[src/rtl/ram_rd_streamer_if.sv]
// Handshake bundle for ram_rd_streamer: burst command, RAM read request/response, output stream.
// The streamer uses the slave modport; the command source / RAM / sink side uses master.
interface ram_rd_streamer_if #(
  parameter int unsigned DATA_W = 32,
  parameter int unsigned ADDR_W = 3,
  parameter int unsigned LEN_W  = 4
);
  logic              cmd_val;
  logic [ADDR_W-1:0] cmd_addr;
  logic [LEN_W-1:0]  cmd_len;
  logic              cmd_rdy;

  logic              rd_req_en;
  logic [ADDR_W-1:0] rd_req_addr;
  logic              rd_req_rdy;

  logic              rd_resp_val;
  logic [DATA_W-1:0] rd_resp_data;
  logic              rd_resp_rdy;

  logic              out_val;
  logic [DATA_W-1:0] out_data;
  logic              out_last;
  logic              out_rdy;

  logic              busy;

  modport master (
    output cmd_val, cmd_addr, cmd_len,
    input  cmd_rdy,
    input  rd_req_en, rd_req_addr,
    output rd_req_rdy,
    output rd_resp_val, rd_resp_data,
    input  rd_resp_rdy,
    input  out_val, out_data, out_last,
    output out_rdy,
    input  busy
  );

  modport slave (
    input  cmd_val, cmd_addr, cmd_len,
    output cmd_rdy,
    output rd_req_en, rd_req_addr,
    input  rd_req_rdy,
    input  rd_resp_val, rd_resp_data,
    output rd_resp_rdy,
    output out_val, out_data, out_last,
    input  out_rdy,
    output busy
  );
endinterface

[src/rtl/ram_rd_streamer.sv]
// Burst read initiator for a 1R1W RAM: issues sequential reads under a credit limit and
// streams the returned words out of a small FIFO with a last-beat marker.
module ram_rd_streamer #(
  parameter int unsigned DATA_W    = 32,
  parameter int unsigned DEPTH     = 8,
  parameter int unsigned BUF_DEPTH = 4
) (
  input  logic             clk,
  input  logic             rst_n,
  ram_rd_streamer_if.slave bus
);

  localparam int unsigned ADDR_W = $clog2(DEPTH);
  localparam int unsigned LEN_W  = ADDR_W + 1;
  localparam int unsigned BPTR_W = $clog2(BUF_DEPTH);
  localparam int unsigned CNT_W  = BPTR_W + 1;

  localparam logic [CNT_W-1:0]  BUF_FULL  = CNT_W'(BUF_DEPTH);
  localparam logic [ADDR_W-1:0] ADDR_LAST = ADDR_W'(DEPTH - 1);

  typedef enum logic [1:0] {IDLE, ISSUE, DRAIN} state_t;

  state_t              r_state;
  logic [ADDR_W-1:0]   r_addr;
  logic [LEN_W-1:0]    r_issue_cnt;
  logic [LEN_W-1:0]    r_out_cnt;
  logic [CNT_W-1:0]    r_inflight;
  logic [CNT_W-1:0]    r_fifo_cnt;
  logic [BPTR_W-1:0]   r_wr_ptr;
  logic [BPTR_W-1:0]   r_rd_ptr;
  logic [DATA_W-1:0]   r_mem [BUF_DEPTH];

  logic                r_cmd_rdy;
  logic                r_req_en;
  logic                r_resp_rdy;
  logic                r_out_val;
  logic [DATA_W-1:0]   r_out_data;
  logic                r_out_last;
  logic                r_busy;

  state_t              w_state_nxt;
  logic [ADDR_W-1:0]   w_addr_nxt;
  logic [LEN_W-1:0]    w_issue_nxt;
  logic [LEN_W-1:0]    w_out_cnt_nxt;
  logic [CNT_W-1:0]    w_inflight_nxt;
  logic [CNT_W-1:0]    w_fifo_cnt_nxt;
  logic [BPTR_W-1:0]   w_wr_ptr_nxt;
  logic [BPTR_W-1:0]   w_rd_ptr_nxt;
  logic [CNT_W:0]      w_credit_used;
  logic                w_req_en_nxt;
  logic                w_last_nxt;
  logic [DATA_W-1:0]   w_head_nxt;

  logic w_cmd_fire;
  logic w_req_fire;
  logic w_push;
  logic w_pop;

  assign w_cmd_fire = bus.cmd_val & r_cmd_rdy;
  assign w_req_fire = r_req_en & bus.rd_req_rdy;
  assign w_push     = bus.rd_resp_val & r_resp_rdy;
  assign w_pop      = r_out_val & bus.out_rdy;

  // Next-state and next-value logic for the FSM, counters and output registers.
  always_comb begin
    w_state_nxt    = r_state;
    w_addr_nxt     = r_addr;
    w_issue_nxt    = r_issue_cnt;
    w_out_cnt_nxt  = r_out_cnt;
    w_inflight_nxt = r_inflight;
    w_fifo_cnt_nxt = r_fifo_cnt;
    w_wr_ptr_nxt   = r_wr_ptr;
    w_rd_ptr_nxt   = r_rd_ptr;

    case (r_state)
      IDLE: begin
        if (w_cmd_fire && (bus.cmd_len != '0)) begin
          w_addr_nxt    = bus.cmd_addr;
          w_issue_nxt   = bus.cmd_len;
          w_out_cnt_nxt = bus.cmd_len;
          w_state_nxt   = ISSUE;
        end
      end
      ISSUE: begin
        if (w_req_fire) begin
          w_addr_nxt  = (r_addr == ADDR_LAST) ? '0 : (r_addr + ADDR_W'(1));
          w_issue_nxt = r_issue_cnt - LEN_W'(1);
          if (r_issue_cnt == LEN_W'(1)) begin
            w_state_nxt = DRAIN;
          end
        end
      end
      DRAIN: begin
        if (w_pop && r_out_last) begin
          w_state_nxt = IDLE;
        end
      end
      default: w_state_nxt = IDLE;
    endcase

    case ({w_req_fire, w_push})
      2'b10:   w_inflight_nxt = r_inflight + CNT_W'(1);
      2'b01:   w_inflight_nxt = r_inflight - CNT_W'(1);
      default: w_inflight_nxt = r_inflight;
    endcase

    case ({w_push, w_pop})
      2'b10:   w_fifo_cnt_nxt = r_fifo_cnt + CNT_W'(1);
      2'b01:   w_fifo_cnt_nxt = r_fifo_cnt - CNT_W'(1);
      default: w_fifo_cnt_nxt = r_fifo_cnt;
    endcase

    if (w_push) begin
      w_wr_ptr_nxt = r_wr_ptr + BPTR_W'(1);
    end
    if (w_pop) begin
      w_rd_ptr_nxt  = r_rd_ptr + BPTR_W'(1);
      w_out_cnt_nxt = r_out_cnt - LEN_W'(1);
    end

    // Credits cover both words still in the RAM pipe and words parked in the FIFO.
    w_credit_used = {1'b0, w_inflight_nxt} + {1'b0, w_fifo_cnt_nxt};
    w_req_en_nxt  = (w_state_nxt == ISSUE) && (w_credit_used < {1'b0, BUF_FULL});
    w_last_nxt    = (w_fifo_cnt_nxt != '0) && (w_out_cnt_nxt == LEN_W'(1));

    // A word written into an otherwise-empty FIFO becomes the head in the same edge.
    if (w_push && (r_wr_ptr == w_rd_ptr_nxt)) begin
      w_head_nxt = bus.rd_resp_data;
    end else begin
      w_head_nxt = r_mem[w_rd_ptr_nxt];
    end
  end

  always_ff @(posedge clk or negedge rst_n) begin
    if (!rst_n) begin
      r_state <= IDLE;
    end else begin
      r_state <= w_state_nxt;
    end
  end

  always_ff @(posedge clk or negedge rst_n) begin
    if (!rst_n) begin
      r_addr      <= '0;
      r_issue_cnt <= '0;
      r_out_cnt   <= '0;
      r_inflight  <= '0;
      r_fifo_cnt  <= '0;
      r_wr_ptr    <= '0;
      r_rd_ptr    <= '0;
      r_cmd_rdy   <= 1'b0;
      r_req_en    <= 1'b0;
      r_resp_rdy  <= 1'b1;
      r_out_val   <= 1'b0;
      r_out_data  <= '0;
      r_out_last  <= 1'b0;
      r_busy      <= 1'b0;
    end else begin
      r_addr      <= w_addr_nxt;
      r_issue_cnt <= w_issue_nxt;
      r_out_cnt   <= w_out_cnt_nxt;
      r_inflight  <= w_inflight_nxt;
      r_fifo_cnt  <= w_fifo_cnt_nxt;
      r_wr_ptr    <= w_wr_ptr_nxt;
      r_rd_ptr    <= w_rd_ptr_nxt;
      r_cmd_rdy   <= (w_state_nxt == IDLE);
      r_req_en    <= w_req_en_nxt;
      r_resp_rdy  <= (w_fifo_cnt_nxt != BUF_FULL);
      r_out_val   <= (w_fifo_cnt_nxt != '0);
      r_out_data  <= w_head_nxt;
      r_out_last  <= w_last_nxt;
      r_busy      <= (w_state_nxt != IDLE);
    end
  end

  always_ff @(posedge clk) begin
    if (w_push) begin
      r_mem[r_wr_ptr] <= bus.rd_resp_data;
    end
  end

  assign bus.cmd_rdy     = r_cmd_rdy;
  assign bus.rd_req_en   = r_req_en;
  assign bus.rd_req_addr = r_addr;
  assign bus.rd_resp_rdy = r_resp_rdy;
  assign bus.out_val     = r_out_val;
  assign bus.out_data    = r_out_data;
  assign bus.out_last    = r_out_last;
  assign bus.busy        = r_busy;

  // The RAM must never return a word when no FIFO slot is free.
  resp_no_overflow: assert property (@(posedge clk) disable iff (!rst_n)
    !(bus.rd_resp_val && (r_fifo_cnt == BUF_FULL)));

endmodule

[src/flat_wrapper.sv]
// flat-port wrapper written by rule: the top's interface ports become plain ports
module ram_rd_streamer_flat 
#(
  parameter int unsigned DATA_W    = 32,
  parameter int unsigned DEPTH     = 8,
  parameter int unsigned BUF_DEPTH = 4
)
  (clk, rst_n, bus_cmd_val, bus_cmd_addr, bus_cmd_len, bus_cmd_rdy, bus_rd_req_en, bus_rd_req_addr, bus_rd_req_rdy, bus_rd_resp_val, bus_rd_resp_data, bus_rd_resp_rdy, bus_out_val, bus_out_data, bus_out_last, bus_out_rdy, bus_busy);
  ram_rd_streamer_if #(.DATA_W(DATA_W), .ADDR_W((3)), .LEN_W((4))) bus_i ();
  input  logic clk;
  input  logic rst_n;
  input wire logic [$bits(bus_i.cmd_val)-1:0] bus_cmd_val;
  input wire logic [$bits(bus_i.cmd_addr)-1:0] bus_cmd_addr;
  input wire logic [$bits(bus_i.cmd_len)-1:0] bus_cmd_len;
  output wire logic [$bits(bus_i.cmd_rdy)-1:0] bus_cmd_rdy;
  output wire logic [$bits(bus_i.rd_req_en)-1:0] bus_rd_req_en;
  output wire logic [$bits(bus_i.rd_req_addr)-1:0] bus_rd_req_addr;
  input wire logic [$bits(bus_i.rd_req_rdy)-1:0] bus_rd_req_rdy;
  input wire logic [$bits(bus_i.rd_resp_val)-1:0] bus_rd_resp_val;
  input wire logic [$bits(bus_i.rd_resp_data)-1:0] bus_rd_resp_data;
  output wire logic [$bits(bus_i.rd_resp_rdy)-1:0] bus_rd_resp_rdy;
  output wire logic [$bits(bus_i.out_val)-1:0] bus_out_val;
  output wire logic [$bits(bus_i.out_data)-1:0] bus_out_data;
  output wire logic [$bits(bus_i.out_last)-1:0] bus_out_last;
  input wire logic [$bits(bus_i.out_rdy)-1:0] bus_out_rdy;
  output wire logic [$bits(bus_i.busy)-1:0] bus_busy;
  assign bus_i.cmd_val = bus_cmd_val;
  assign bus_i.cmd_addr = bus_cmd_addr;
  assign bus_i.cmd_len = bus_cmd_len;
  assign bus_cmd_rdy = bus_i.cmd_rdy;
  assign bus_rd_req_en = bus_i.rd_req_en;
  assign bus_rd_req_addr = bus_i.rd_req_addr;
  assign bus_i.rd_req_rdy = bus_rd_req_rdy;
  assign bus_i.rd_resp_val = bus_rd_resp_val;
  assign bus_i.rd_resp_data = bus_rd_resp_data;
  assign bus_rd_resp_rdy = bus_i.rd_resp_rdy;
  assign bus_out_val = bus_i.out_val;
  assign bus_out_data = bus_i.out_data;
  assign bus_out_last = bus_i.out_last;
  assign bus_i.out_rdy = bus_out_rdy;
  assign bus_busy = bus_i.busy;
  ram_rd_streamer #(.DATA_W(DATA_W), .DEPTH(DEPTH), .BUF_DEPTH(BUF_DEPTH)) u_core (.clk(clk), .rst_n(rst_n), .bus(bus_i));
endmodule
[config.mk]
export PLATFORM = sky130hd
export DESIGN_NAME = ram_rd_streamer_flat
export DESIGN_NICKNAME = d
export VERILOG_FILES = /design/src/rtl/ram_rd_streamer_if.sv /design/src/rtl/ram_rd_streamer.sv /design/src/flat_wrapper.sv
export SDC_FILE = /design/constraint.sdc
export NUM_CORES = 1
export LEC_CHECK = 0
export CAP_MARGIN = 20
export CORE_MARGIN = 4
export CORE_UTILIZATION = 50
export CTS_BUF_LIST = sky130_fd_sc_hd__clkbuf_8
export CTS_CLUSTER_SIZE = 12
export DETAILED_ROUTE_END_ITERATION = 8
export GPL_TIMING_DRIVEN = 0
export PLACE_DENSITY_LB_ADDON = 0.2
export SLEW_MARGIN = 30
export SYNTH_ARGS = -nofsm -noshare
export SYNTH_HDL_FRONTEND = slang
export SYNTH_SLANG_ARGS = --single-unit
[constraint.sdc]
create_clock -name clk -period 2.35 [get_ports clk]
set_clock_uncertainty 0.15 [all_clocks]
set_input_delay 0.47 -clock clk [delete_from_list [all_inputs] [get_ports clk]]
set_output_delay 0.47 -clock clk [all_outputs]
set_load 0.02 [all_outputs]
==> metrics.cfg, run 1 <==
[sta]
max_freq_ghz = 0.415
rsz0062_at_grt = yes
drv_slew = 0
relSlewSlack = 0.629
hold_ws_ns = 0.316
final.period_utilization = 1.03
layout_setup_ws_ns = -0.0619
hold_viol = 0
setup_viol = 1
worstMarginPinSlew_ns = 0.551
fin_crit_ns = 2.41

[placement]
placedInstanceArea_um2 = 8660
io_buffers = 85
dp.cells = 663
dpl.hpwl_um = 9020
gp_congestion = 0.779

[global_routing]
grt_pass1_vias = 4134
grt_start_max_net_pins = 38
overflow = 0
track_usage = 0.178
antenna_found_initial = 0
grt_first_pass_wirelength_um = 22100

[floorplanning]
die_x_um = 130
std_cell_rows = 44
core-area_um2 = 14500
die-area_um2 = 16800
start_util = 0.510
die_y_um = 130
num_io_pins = 86

[detailed_routing]
post-route-drc-count = 0
dr.pass1.iters = 5
wl_per_cell_um = 19.8
post_drt_via_cell_ratio = 5.36
vias = 3814
ant_nets = 0
drt-initial-drc-count = 225
drt_wl_total_um = 14100

[outcome]
violations = setup timing
status = complete, but fails checks

[yosys]
ys_seq_area_frac = 0.724
synth_fp_nets = 449
synthTopCellsByArea = edfxtp_1 52%, dfrtp_1 20%, mux4_2 8.8%
syn_area_per_cell_um2 = 19.1
post-synth-top-area-cell = edfxtp_1
syn_area_um2 = 7410
syn_inst = 389
synth.top_cells.by_count = 128 x edfxtp_1, 60 x dfrtp_1, 35 x mux2_2, 29 x mux4_2, 13 x ha_1
post-synth-top-count-cell = edfxtp_1
ys_warn_count = 0
ys_types = 43
synth_top_area_frac = 0.518
synthArstFlopShare = 0.323
ys_ff_latch = 189
synth_ff_type = edfxtp_1
synth_edf_count = 128

[finish]
antenna_cells = 0
synthToLayoutAreaGrowth_pct = 25.9
fin_cells = 711
drive_gt1_frac = 0.285
design_area_um2 = 9330
layout.nets = 574

[cts]
path_clk_slew_ns = 0.09
htree_levels = 4
clock_latency_ns = 0.45
cts_buffer_depth = 2
clk_root_buffer_cell = clkbuf_8
tritoncts = done
cts_inserted_buffers = 17
cts_sinks = 189

[critical_path]
end_kind = flop
timing.rr.end = u_core.bus.rd_req_en
critical_path_arrival_ns = 2.65
crit_path_start_kind = flop
crit_type = reg2reg
r2r-start = u_core.bus.rd_resp_rdy
path_max_fanout = 3
rrSetupSlack_ns = -0.06
reg2reg_depth = 9
crit_required_ns = 2.59
crit_path_start = u_core.bus.rd_resp_rdy

[power_and_ir_drop]
ir_drop_mv = 0.567
powerDensity_nw_per_um2 = 1340
power.leakage_nw = 3.40
power_mw = 12.5

[worst_hold_path]
hold_path_class = in2async

[flow_run]
cap_viol_max_count = 0

sequential cells by signal, summed over array words and instances, names as in the netlist, 2 cells and up:
name,flops
u_core.r_rd_ptr,2
u_core.r_mem,128
u_core.r_issue_cnt,4
u_core.r_fifo_cnt,3
u_core.r_state,2
u_core.bus.out_data,32
u_core.r_out_cnt,4
u_core.r_wr_ptr,2
u_core.r_inflight,3
u_core.bus.rd_req_addr,3
area by class of cell:
class	count	area, µm²
clock inverters	13	149
clock buffers	19	262
multi-input cells	175	2030
inverters	12	52.6
repair buffers	106	1110
plain buffers	13	123
fillers	1083	5200
flip-flops and latches	189	5370
well taps	184	230
metrics by stage:
stage,TNS [ns],utilization,setup WS (ns)
floorplan,-0.0883,-,-0.0883
global placement,-213.78,0.587,-1.78
detailed placement,-23.65,0.596,-0.845
CTS,-0.0926,0.633,-0.0760
global route,-0.351,0.642,-0.165
finish,-0.0619,0.642,-0.0619
how the worst max path moves through the flow:
stage,end
after floorplan,u_core.bus.rd_req_en
after global placement,u_core.bus.out_val
after detailed placement,u_core.bus.rd_req_en
after CTS,u_core.bus.rd_req_en
after global routing,u_core.bus.rd_req_en
final,u_core.bus.rd_req_en
where the power goes:
| group | leakage, nW | total, mW | internal (mW) | switching, mW |
|---|---|---|---|---|
| Combinational | 1.30 | 5.42 | 2.90 | 2.53 |
| Sequential | 1.88 | 4.95 | 4.55 | 0.396 |
| Clock | 0.216 | 2.18 | 1.10 | 1.08 |
layout by cell type (no fill, tap or decap), types with 4 or more instances in the layout:
master	instances
ha_1	11
mux4_2	29
inv_1	13
buf_4	20
edfxtp_1	128
o21ai_0	6
nand2_1	9
nand2b_1	4
dfrtp_1	59
mux2_2	35
clkbuf_8	19
nor3_1	5
and3_2	4
nand3_1	6
a21oi_1	12
xnor2_1	8
buf_16	4
nor2_1	7
clkdlybuf4s50_1	82
worst max-delay path: stages, from the launching register on:
cell	delay (ns)
dfstp_2	0.58
nand2_4	0.09
ha_4	0.18
fa_2	0.33
xnor2_1	0.13
nor2_1	0.15
xor2_2	0.20
ha_1	0.25
nor3_1	0.11
and3_1	0.17
what timing repair did:
action | in CTS | in global routing
pin swaps | 6 | 2
hold endpoints to repair | 24 | 0
endpoints found under the setup margin | 31 | 35
buffers inserted | 8 | 7
resized for setup | 17 | 12
hold buffers | 1 | 0
layer usage:
layer  part of all wire  track usage  wire (µm)
met1               0.42        0.234       5990
met3              0.046       0.0389        647
met4              0.014       0.0642        204
met5                  0            0          0
met2               0.51        0.296       7260
kinds of logic after synthesis:
group,count (synthesis),share of synthesized area
buffers and inverters,25,0.0184
AOI/OAI and AO/OA,31,0.0262
adders and majority gates,15,0.0273
DFF,189,0.724
muxes,68,0.153
xor gates and xnor gates,13,0.0164
and+or+nand+nor,48,0.0341
Power figures use the tool's default switching activity.
==> run 2, diff against run 1 <==
Settings changed: CAP_MARGIN 20 to 30, CORE_UTILIZATION 50 to 29.
==> run 2 against run 1 <==
  * The run still ends with setup timing left
  * Sequential share of layout area increased by 0.33 points
  * Critical path depth is 2 higher
  * Clock power is 5% lower
  * Cell count up 19%
  * Die area rose by 67%
  * Hold slack worse by 0.031 ns
  * Fmax shrank 0.88%
  * Sequential power about the same
  * Utilization is 27 points lower
  * Register-to-register slack lost 0.02 ns
  * Combinational power fell by 6.5%
  * Setup slack lost 0.021 ns
  * Largest power group unchanged
==> metrics.cfg, run 2 (same netlist as run 1, synthesis figures left out) <==
[outcome]
status = complete, but fails checks  ; unchanged
violations = setup timing  ; unchanged

[sta]
hold_viol = 0  ; unchanged
layout_setup_ws_ns = -0.0833  ; was -0.0619 ns
max_freq_ghz = 0.411  ; was 0.415 GHz
relSlewSlack = 0.614  ; was 0.629
fin_crit_ns = 2.43  ; was 2.41 ns
drv_slew = 0  ; unchanged
rsz0062_at_grt = yes  ; unchanged
final.period_utilization = 1.04  ; was 1.03
fin_tns_setup_ns = -0.0833  ; was -0.0619 ns
setup_viol = 1  ; unchanged
worstMarginPinSlew_ns = 0.573  ; was 0.551 ns

[placement]
placedInstanceArea_um2 = 8760  ; was 8660 µm²
dp_slack_ns = -0.872  ; was -0.845 ns
gp_congestion = 0.701  ; was 0.779
io_buffers = 85  ; unchanged
dpl.hpwl_um = 9440  ; was 9020 µm
dp.cells = 805  ; was 663

[global_routing]
overflow = 0  ; unchanged
grt_pass1_vias = 4123  ; was 4,134
grt_first_pass_wirelength_um = 24000  ; was 22,100 µm
track_usage = 0.112  ; was 0.178
grt_start_max_net_pins = 43  ; was 38
antenna_found_initial = 0  ; unchanged

[finish]
largest_register = u_core.r_mem  ; unchanged
drive_gt1_frac = 0.271  ; was 0.285
antenna_cells = 0  ; unchanged
layout.nets = 564  ; was 574
synthToLayoutAreaGrowth_pct = 25.2  ; was 25.9%
final_cell_mix = 128 x edfxtp_1, 81 x clkdlybuf4s50_1, 59 x dfrtp_1  ; was 128 x edfxtp_1, 82 x clkdlybuf4s50_1, 59 x dfrtp_1
design_area_um2 = 9280  ; was 9330 µm²
final_common_cell = edfxtp_1  ; unchanged
largest_register_ffs = 128  ; unchanged
fin_cells = 846  ; was 711

[cts]
cts_buffer_depth = 2  ; unchanged
cts_sinks = 189  ; unchanged
tritoncts = done  ; unchanged
cts_inserted_buffers = 17  ; unchanged
htree_levels = 4  ; unchanged
path_clk_slew_ns = 0.10  ; was 0.09 ns
clock_latency_ns = 0.46  ; was 0.45 ns
clk_root_buffer_cell = clkbuf_8  ; unchanged

[floorplanning]
core-area_um2 = 25200  ; was 14,500 µm²
std_cell_rows = 58  ; was 44
die-area_um2 = 28200  ; was 16,800 µm²
die_y_um = 168  ; was 130 µm
num_io_pins = 86  ; unchanged
start_util = 0.294  ; was 0.510
die_x_um = 168  ; was 130 µm

[critical_path]
path_max_fanout = 3  ; unchanged
critical_path_arrival_ns = 2.68  ; was 2.65 ns
cpLargestDelayFamily = adder cells  ; unchanged
end_kind = flop  ; unchanged
path_buf_inv = 2  ; was 0
crit_required_ns = 2.60  ; was 2.59 ns
path_cells = nand2_4, inv_4, buf_8, ha_4, fa_2, xnor2_1, nor2_1, xor2_2, ha_1, nor3_1, and3_1  ; was nand2_4, ha_4, fa_2, xnor2_1, nor2_1, xor2_2, ha_1, nor3_1, and3_1
crit_type = reg2reg  ; unchanged
cp_slowest_cell = dfrtp_2  ; was dfstp_2
worst_path_largest_cell_delay_ns = 0.43  ; was 0.58 ns
crit_path_start_kind = flop  ; unchanged

[detailed_routing]
drt-initial-drc-count = 269  ; was 225
met2_wirelength_um = 7640  ; was 7260 µm
drt_wl_total_um = 15300  ; was 14,100 µm
vias = 3785  ; was 3,814
post-route-drc-count = 0  ; unchanged
post_drt_via_cell_ratio = 4.47  ; was 5.36
drt-met1-wl_um = 6700  ; was 5990 µm
route.top_layer_used = met4  ; unchanged
wl_met3_um = 819  ; was 647 µm
wl_per_cell_um = 18.1  ; was 19.8 µm
dr.pass1.iters = 4  ; was 5
ant_nets = 0  ; unchanged

[power_and_ir_drop]
ir_drop_mv = 0.541  ; was 0.567 mV
powerDensity_nw_per_um2 = 1300  ; was 1340 nW/µm²
power_mw = 12.1  ; was 12.5 mW
power.leakage_nw = 3.29  ; was 3.40 nW

[flow_run]
cap_viol_max_count = 0  ; unchanged

[worst_hold_path]
hold_path_class = in2async  ; unchanged

## run 2: cell count changes in the layout (fill, tap and decap cells not counted), sizes merged, moves of 2 or more
cell and delta:
bufinv -3, inv +4, buf -10, clkbuf -2, clkinvlp -2, clkinv +2
## run 2: what timing repair did
item / CTS / global route
endpoints found under the setup margin: 32 / 33
hold buffers: 1 / 0
resized for setup: 11 / 9
endpoints found under the hold margin: 19 / 0
setup buffers: 7 / 3
pin swaps: 8 / 10
## run 2: layout make-up
type,instances,area (µm²)
multi-input combinational,175,2000
clock inverter,14,150
fill,2342,15900
sequential,189,5370
clock buffer,17,234
inverter,12,47.5
buffer,13,106
tap,330,413
timing repair buffer,96,953
## run 2: routing by layer
layer / vias up / GRT usage
met3: 8 / 0.0371
met2: 91 / 0.185
met5: - / 0
met1: 1942 / 0.144
li1: 1744 / -
met4: 0 / 0.0279
## run 2: final timing paths
check                                         end  cells after the start                  from  slack (ns)
setup / recovery             u_core.bus.rd_req_en                     11    u_core.bus.out_val       -0.08
hold / removal             u_core.bus.out_data[1]                      2                 rst_n        0.29
setup reg to reg             u_core.bus.rd_req_en                     11    u_core.bus.out_val       -0.08
hold reg to reg              u_core.r_inflight[2]                      1  u_core.r_inflight[2]        0.33
max in group asynchronous  u_core.bus.rd_resp_rdy                      3                 rst_n        1.17
min in group clk             u_core.r_inflight[2]                      1  u_core.r_inflight[2]        0.33
## run 2: per-stage QoR
stage          hold WS [ns]   util
6_report              0.285  0.369
2_1_floorplan        0.0244      -
5_1_grt               0.275  0.369
3_5_place_dp          0.245  0.348
4_1_cts               0.267  0.367
3_3_place_gp          0.309  0.346
## run 2: power by group
part | internal [mW] | total, mW | leakage (nW) | switching, mW
sequential | 4.55 | 4.92 | 1.88 | 0.369
combinational | 2.61 | 5.07 | 1.21 | 2.46
clock | 0.796 | 2.08 | 0.196 | 1.28
total | 7.96 | 12.1 | 3.29 | 4.11
